$ cat config.mk
export PLATFORM = sky130hd
export DESIGN_NAME = block_feeder
export DESIGN_NICKNAME = d
export VERILOG_FILES = /design/src/rtl/block_feeder_pkg.sv /design/src/rtl/block_lfsr.sv /design/src/rtl/block_feeder.sv
export SDC_FILE = /design/constraint.sdc
export NUM_CORES = 1
export LEC_CHECK = 0
export CAP_MARGIN = 20
export CORE_MARGIN = 1.5
export CORE_UTILIZATION = 56
export CTS_BUF_LIST = sky130_fd_sc_hd__clkbuf_16
export DETAILED_ROUTE_END_ITERATION = 10
export MAX_ROUTING_LAYER = met4
export PLACE_DENSITY_LB_ADDON = 0.08
export SETUP_SLACK_MARGIN = 0.4
export SLEW_MARGIN = 20
export SYNTH_ARGS = -nofsm -noshare
export SYNTH_HDL_FRONTEND = slang
export SYNTH_SLANG_ARGS = --single-unit
export TNS_END_PERCENT = 1
$ cat constraint.sdc
create_clock -name clk -period 8.9 [get_ports clk]
set_input_delay 1.78 -clock clk [delete_from_list [all_inputs] [get_ports clk]]
set_output_delay 1.78 -clock clk [all_outputs]
set_load 0.01 [all_outputs]
$ cat src/rtl/block_feeder_pkg.sv
// Shared constants for the falling-blocks obstacle feeder: field geometry, LFSR taps, FSM codes
// and the helper that turns an LFSR value into a passable obstacle row.
package block_feeder_pkg;

   localparam int unsigned ROW_W = 8;
   localparam int unsigned ROWS  = 8;

   localparam logic [15:0] LFSR_MASK = 16'hB400;

   localparam logic [1:0] StIdle = 2'd0;
   localparam logic [1:0] StRun  = 2'd1;
   localparam logic [1:0] StHalt = 2'd2;

   // Full rows lose one bit and empty rows gain one, so every obstacle row stays passable.
   function automatic logic [ROW_W-1:0] obstacle_row(input logic [15:0] lfsr);
      logic [ROW_W-1:0] row;
      row = lfsr[ROW_W-1:0];
      if (row == 8'hFF) begin
         row[lfsr[10:8]] = 1'b0;
      end else if (row == 8'h00) begin
         row[lfsr[10:8]] = 1'b1;
      end
      return row;
   endfunction

endpackage

$ cat src/rtl/block_lfsr.sv
// 16-bit right-shifting Galois LFSR with an advance enable; a zero seed is replaced by 1 so the
// register can never lock up.
module block_lfsr
   import block_feeder_pkg::*;
#(
   parameter logic [15:0] SEED = 16'hACE1
) (
   input  logic        clk,
   input  logic        rst,
   input  logic        advance,
   output logic [15:0] value
);

   localparam logic [15:0] SeedSafe = (SEED == 16'h0000) ? 16'h0001 : SEED;

   logic [15:0] lfsr_q, lfsr_d;

   always_comb begin
      lfsr_d = lfsr_q;
      if (advance) begin
         lfsr_d = {1'b0, lfsr_q[15:1]} ^ (lfsr_q[0] ? LFSR_MASK : 16'h0000);
      end
   end

   always_ff @(posedge clk or negedge rst) begin
      if (!rst) begin
         lfsr_q <= SeedSafe;
      end else begin
         lfsr_q <= lfsr_d;
      end
   end

   assign value = lfsr_q;

endmodule

$ cat src/rtl/block_feeder.sv
// Generates and scrolls the 8x8 obstacle field: a new row enters at the top on each scroll tick,
// the tick period shortens as obstacle rows pass the player, and gameover freezes the field.
module block_feeder
   import block_feeder_pkg::*;
#(
   parameter int unsigned TICK_DIV  = 25_000_000,
   parameter int unsigned TICK_STEP = 1_000_000,
   parameter int unsigned TICK_MIN  = 5_000_000,
   parameter int unsigned ROW_GAP   = 2,
   parameter logic [15:0] LFSR_SEED = 16'hACE1
) (
   input  logic                  clk,
   input  logic                  rst,
   input  logic                  start,
   input  logic                  gameover,
   output logic [ROWS*ROW_W-1:0] blocks,
   output logic                  step,
   output logic [15:0]           score,
   output logic [3:0]            level,
   output logic                  running
);

   localparam logic [2:0] GapLoad = 3'(ROW_GAP);

   logic [1:0]            state_q, state_d;
   logic [31:0]           cnt_q, cnt_d;
   logic [ROWS*ROW_W-1:0] blocks_q, blocks_d;
   logic                  step_q, step_d;
   logic [15:0]           score_q, score_d;
   logic [2:0]            gap_q, gap_d;
   logic                  running_q, running_d;

   logic [15:0]      lfsr;
   logic             lfsr_advance;
   logic [ROW_W-1:0] new_row;
   logic [3:0]       level_w;
   logic [31:0]      dec;
   logic [31:0]      period;
   logic             tick;

   block_lfsr #(
      .SEED (LFSR_SEED)
   ) u_lfsr (
      .clk     (clk),
      .rst     (rst),
      .advance (lfsr_advance),
      .value   (lfsr)
   );

   assign level_w = (score_q[15:3] > 13'd15) ? 4'hF : score_q[6:3];

   // Clamp before subtracting so a large level can never wrap the period.
   always_comb begin
      dec = {28'd0, level_w} * TICK_STEP;
      if ((TICK_DIV > TICK_MIN) && (dec < (TICK_DIV - TICK_MIN))) begin
         period = TICK_DIV - dec;
      end else begin
         period = TICK_MIN;
      end
   end

   // >= lets a period that shrank mid-count fire on the next cycle instead of wrapping.
   assign tick = (state_q == StRun) && ((period <= 32'd1) || (cnt_q >= (period - 32'd1)));

   always_comb begin
      state_d      = state_q;
      cnt_d        = cnt_q;
      blocks_d     = blocks_q;
      step_d       = 1'b0;
      score_d      = score_q;
      gap_d        = gap_q;
      lfsr_advance = 1'b0;
      new_row      = '0;
      case (state_q)
         StIdle: begin
            if (start && !gameover) begin
               state_d = StRun;
               cnt_d   = '0;
            end
         end
         StRun: begin
            if (gameover) begin
               state_d = StHalt;
            end else if (tick) begin
               cnt_d  = '0;
               step_d = 1'b1;
               if (gap_q == 3'd0) begin
                  new_row      = obstacle_row(lfsr);
                  gap_d        = GapLoad;
                  lfsr_advance = 1'b1;
               end else begin
                  gap_d = gap_q - 3'd1;
               end
               blocks_d = {new_row, blocks_q[ROWS*ROW_W-1:ROW_W]};
               if ((blocks_q[ROW_W-1:0] != '0) && (score_q != 16'hFFFF)) begin
                  score_d = score_q + 16'd1;
               end
            end else begin
               cnt_d = cnt_q + 32'd1;
            end
         end
         StHalt: begin
            state_d = StHalt;
         end
         default: begin
            state_d = StIdle;
         end
      endcase
      running_d = (state_d == StRun);
   end

   always_ff @(posedge clk or negedge rst) begin
      if (!rst) begin
         state_q   <= StIdle;
         cnt_q     <= '0;
         blocks_q  <= '0;
         step_q    <= 1'b0;
         score_q   <= '0;
         gap_q     <= '0;
         running_q <= 1'b0;
      end else begin
         state_q   <= state_d;
         cnt_q     <= cnt_d;
         blocks_q  <= blocks_d;
         step_q    <= step_d;
         score_q   <= score_d;
         gap_q     <= gap_d;
         running_q <= running_d;
      end
   end

   assign blocks  = blocks_q;
   assign step    = step_q;
   assign score   = score_q;
   assign level   = level_w;
   assign running = running_q;

endmodule

==> results.toml <==
[hold_path]
hold_path_class = "reg -> reg"

[pwr]
peakVddDrop_mv = 0.161
power.share.switching_pct = 23.9
power_frac_seq_pct = 44.2
power_density_nw_per_um2 = 147
p_comb_share_pct = 4.5
p_clk_share_pct = 51.4
leakagePower_nw = 4.36
switchingPower_w = 0.000341
p_int_w = 0.00109
power_w = 0.00143

[finish]
instances_no_fill = 1057
area_growth_syn_to_layout_pct = 21.5
antenna_cells = 0
final_area_um2 = 9710
final_layout_size_suffix_gt1_share_pct = 16.4
fin_nets = 927

[sta]
setup_viol = 0
post-route-min-period_ns = 7.74
relSlewSlack_pct = 41.0
post-route-period-util_pct = 86.9
clock_skew_ns = 0.0120
fmax_ghz = 0.129
finalHoldViolations = 0
setup_tns_ns = 0
tightestPinTransition_ns = 0.886
maxSlewViolCount = 0
rsz0062_at_grt = "no"

[yosys]
ys_ff_latch = 135
avgSynthCellArea_um2 = 10.3
ys_seq_area_share_pct = 42.4
synth.top_cell.area_share_pct = 39.8
postSynthCellCount = 773
synth_ff_type = "dfrtp_1"
ys_warn_count = 0
syn_area_um2 = 7990
synth.top_cells.by_area = "dfrtp_1 (40%), mux2_2 (10%), ha_1 (8.5%)"
synthArstFlopShare_pct = 100
synth_cell_types = 68
synth_area_leader_cell = "dfrtp_1"
synth_edf_count = 0

[place]
place_inst = 1025
port_buffers = 89
post_dp_cell_area_um2 = 9090
globalplace.congestion = 0.910
hpwl_mm = 13.5

[critical_path]
critPathArrivalTime_ns = 8.03
crit_fanout = 28
crit_required_ns = 9.19
path_class = "reg -> reg"
endpoint_kind = "register"
cp-start-kind = "register"

[floorplanning]
io_pins = 90
dieWidth_um = 122
initial_core_util_pct = 57.6
die_area_um2 = 15000
die_h_um = 122
rows = 43
core-area_um2 = 13900

[global_routing]
grtUsageTotal_pct = 26.6
antenna_found_initial = 0
first_global_vias = 6150
grt_pass1_wl_mm = 30.5
grt_overflow_total = 0
grt_start_max_net_pins = 48

[clock_network]
clk_pin_slew_ns = 0.06
cts_buffers = 17
clock_path_buffers = 2
hold_buffers = 0
cts.sinks = 135
clkLatencyLatePin_ns = 0.41
clockRootBuffer = "clkbuf_16"
cts_tree = "done"
cts_max_level = 4

[run]
cap_violations = 0

[detailed_routing]
vias = 6271
ant_nets = 0
drc = 0
wl_mm = 18.6
via_per_inst = 5.93
wl_per_cell_um = 17.6
first_iter_violations = 439
first_pass_iters = 5

[outcome]
status = "finished, final reports clean"
==> power groups by stage <==
| stage | Sequential [W] | Clock (W) | Combinational, W |
|---|---|---|---|
| 6_report | 0.000631 | 0.000733 | 0.0000636 |
| 5_1_grt | 0.000632 | 0.000772 | 0.0000712 |
| 4_1_cts | 0.000630 | 0.000743 | 0.0000644 |
| 3_5_place_dp | 0.000641 | 0 | 0.0000637 |
| 3_3_place_gp | 0.000641 | 0 | 0.0000602 |
| 2_1_floorplan | 0.000640 | 0 | 0.0000342 |
==> flip-flops by register name (all words and copies together), names as in the netlist <==
signal and flops:
blocks 64, cnt_q 32, score 16, u_lfsr.value 16
gap_q 3, state_q 2, running 1, step 1
==> metrics by stage <==
| stage | hold WS [ns] | util (%) | worst slack, ns |
|---|---|---|---|
| after floorplan | 0.464 | - | 2.06 |
| after global placement | 0.477 | 65.4 | 1.21 |
| after detailed placement | 0.493 | 65.5 | 0.916 |
| after CTS | 0.501 | 69.9 | 0.878 |
| after global routing | 0.534 | 69.9 | 0.661 |
| final | 0.498 | 69.9 | 1.16 |
==> cell type report <==
cell class              count  area, um^2
clock inverters            15         191
repair buffers             96         941
inverters                  27         101
fillers                  1051        4170
flip-flops and latches    135        3390
multi-input cells         587        4440
clock buffers              17         425
well taps                 180         225
==> layout by cell type (no fill, tap or decap), types with 5 or more instances in the layout <==
master           netlist  routed
nor2_1                38      37
dfrtp_1              127     127
o41ai_1                9       9
a31oi_1                5       5
xnor2_1               20      20
o21ai_0               26      26
nor3b_1                6       6
clkdlybuf4s50_1        0      88
inv_6                  0       5
a21oi_1               25      24
inv_1                 26      27
a21o_1                 9       9
nor3_1                15      15
clkbuf_16              0      17
o311ai_0              21      21
nand4_1               16      16
conb_1                 1       7
buf_4                  0       8
nor4_1                10      10
nand2_1               70      70
ha_1                  54      54
nand3_1               51      51
or3_1                  8       8
or2_2                  5       5
mux2_2                74      74
xor2_1                30      30
dfstp_2                8       8
fa_1                   5       5
nand2b_1              10       9
and3_1                 8       8
nor2b_1                7       7
==> what timing repair did <==
| action | in CTS | in global routing |
|---|---|---|
| setup endpoints to repair | 0 | 25 |
| setup buffers | 0 | 0 |
| resized for setup | 0 | 1 |
==> critical path: stages, from the launching register on <==
cell and delay [ns]:
dfrtp_1 0.45, nor4_4 0.47, nand3_1 0.19, nor2_2 0.40, inv_1 0.31, ha_1 0.27, ha_1 0.41, or3b_1 0.51
nand3b_1 0.12, mux2i_1 0.11, xnor2_1 0.26, or4b_4 0.53, a2111oi_4 0.47, xor2_1 0.27, ha_1 0.31, a21oi_1 0.14
o21ai_0 0.10, a21o_1 0.19, a21o_1 0.17, a211o_1 0.38, a21boi_2 0.18, nand2b_2 0.56, inv_2 0.41, mux2_2 0.38
==> logic make-up (layout without fill, tap and decap cells) <==
group	Yosys count	count (layout)	synth area share, %
other	1	7	0.0469
buffers and inverters	57	155	2.69
AND/OR/NAND/NOR	271	271	18.0
multiplexers	78	78	10.9
AO/OA/AOI/OAI	122	122	10.8
flip-flops	135	135	42.4
adder cells (fa/ha/maj)	59	59	9.71
XOR/XNOR	50	50	5.48
==> path summary, 6_finish.rpt <==
check                                       from                     end  slack [ns]  cells after the start
max in group asynchronous                    rst  blocks[56]$_DFFE_PN0P_        6.54                      2
setup / recovery           score[14]$_DFFE_PN0P_   blocks[7]$_DFFE_PN0P_        1.16                     23
hold / removal              state_q[1]$_DFF_PN0_    state_q[1]$_DFF_PN0_        0.50                      1
setup reg to reg           score[14]$_DFFE_PN0P_   blocks[7]$_DFFE_PN0P_        1.16                     23
hold reg to reg             state_q[1]$_DFF_PN0_    state_q[1]$_DFF_PN0_        0.50                      1
min in group asynchronous                    rst  blocks[30]$_DFFE_PN0P_        1.36                      1
==> layer usage <==
layer | routed length, um | GRT usage (%) | part of all wire (%) | up-vias
li1 | - | - | - | 3002
met1 | 8620 | 35.7 | 46 | 3070
met2 | 8800 | 41.5 | 47 | 175
met3 | 884 | 4.93 | 4.8 | 24
met4 | 293 | 7.99 | 1.6 | 0
met5 | 0 | - | 0 | -
==> cell usage after synthesis, drive strengths merged, types with 9 or more instances <==
library cell  number
dfrtp            127
mux2              74
nand2             70
ha                54
nand3             52
nor2              39
xor2              30
o21ai             28
inv               27
a21oi             25
clkbuf            25
o311ai            21
xnor2             20
nor3              17
nand4             16
nor4              12
nand2b            10
a21o               9
o41ai              9
No activity file was read; power rests on OpenSTA's default activity.
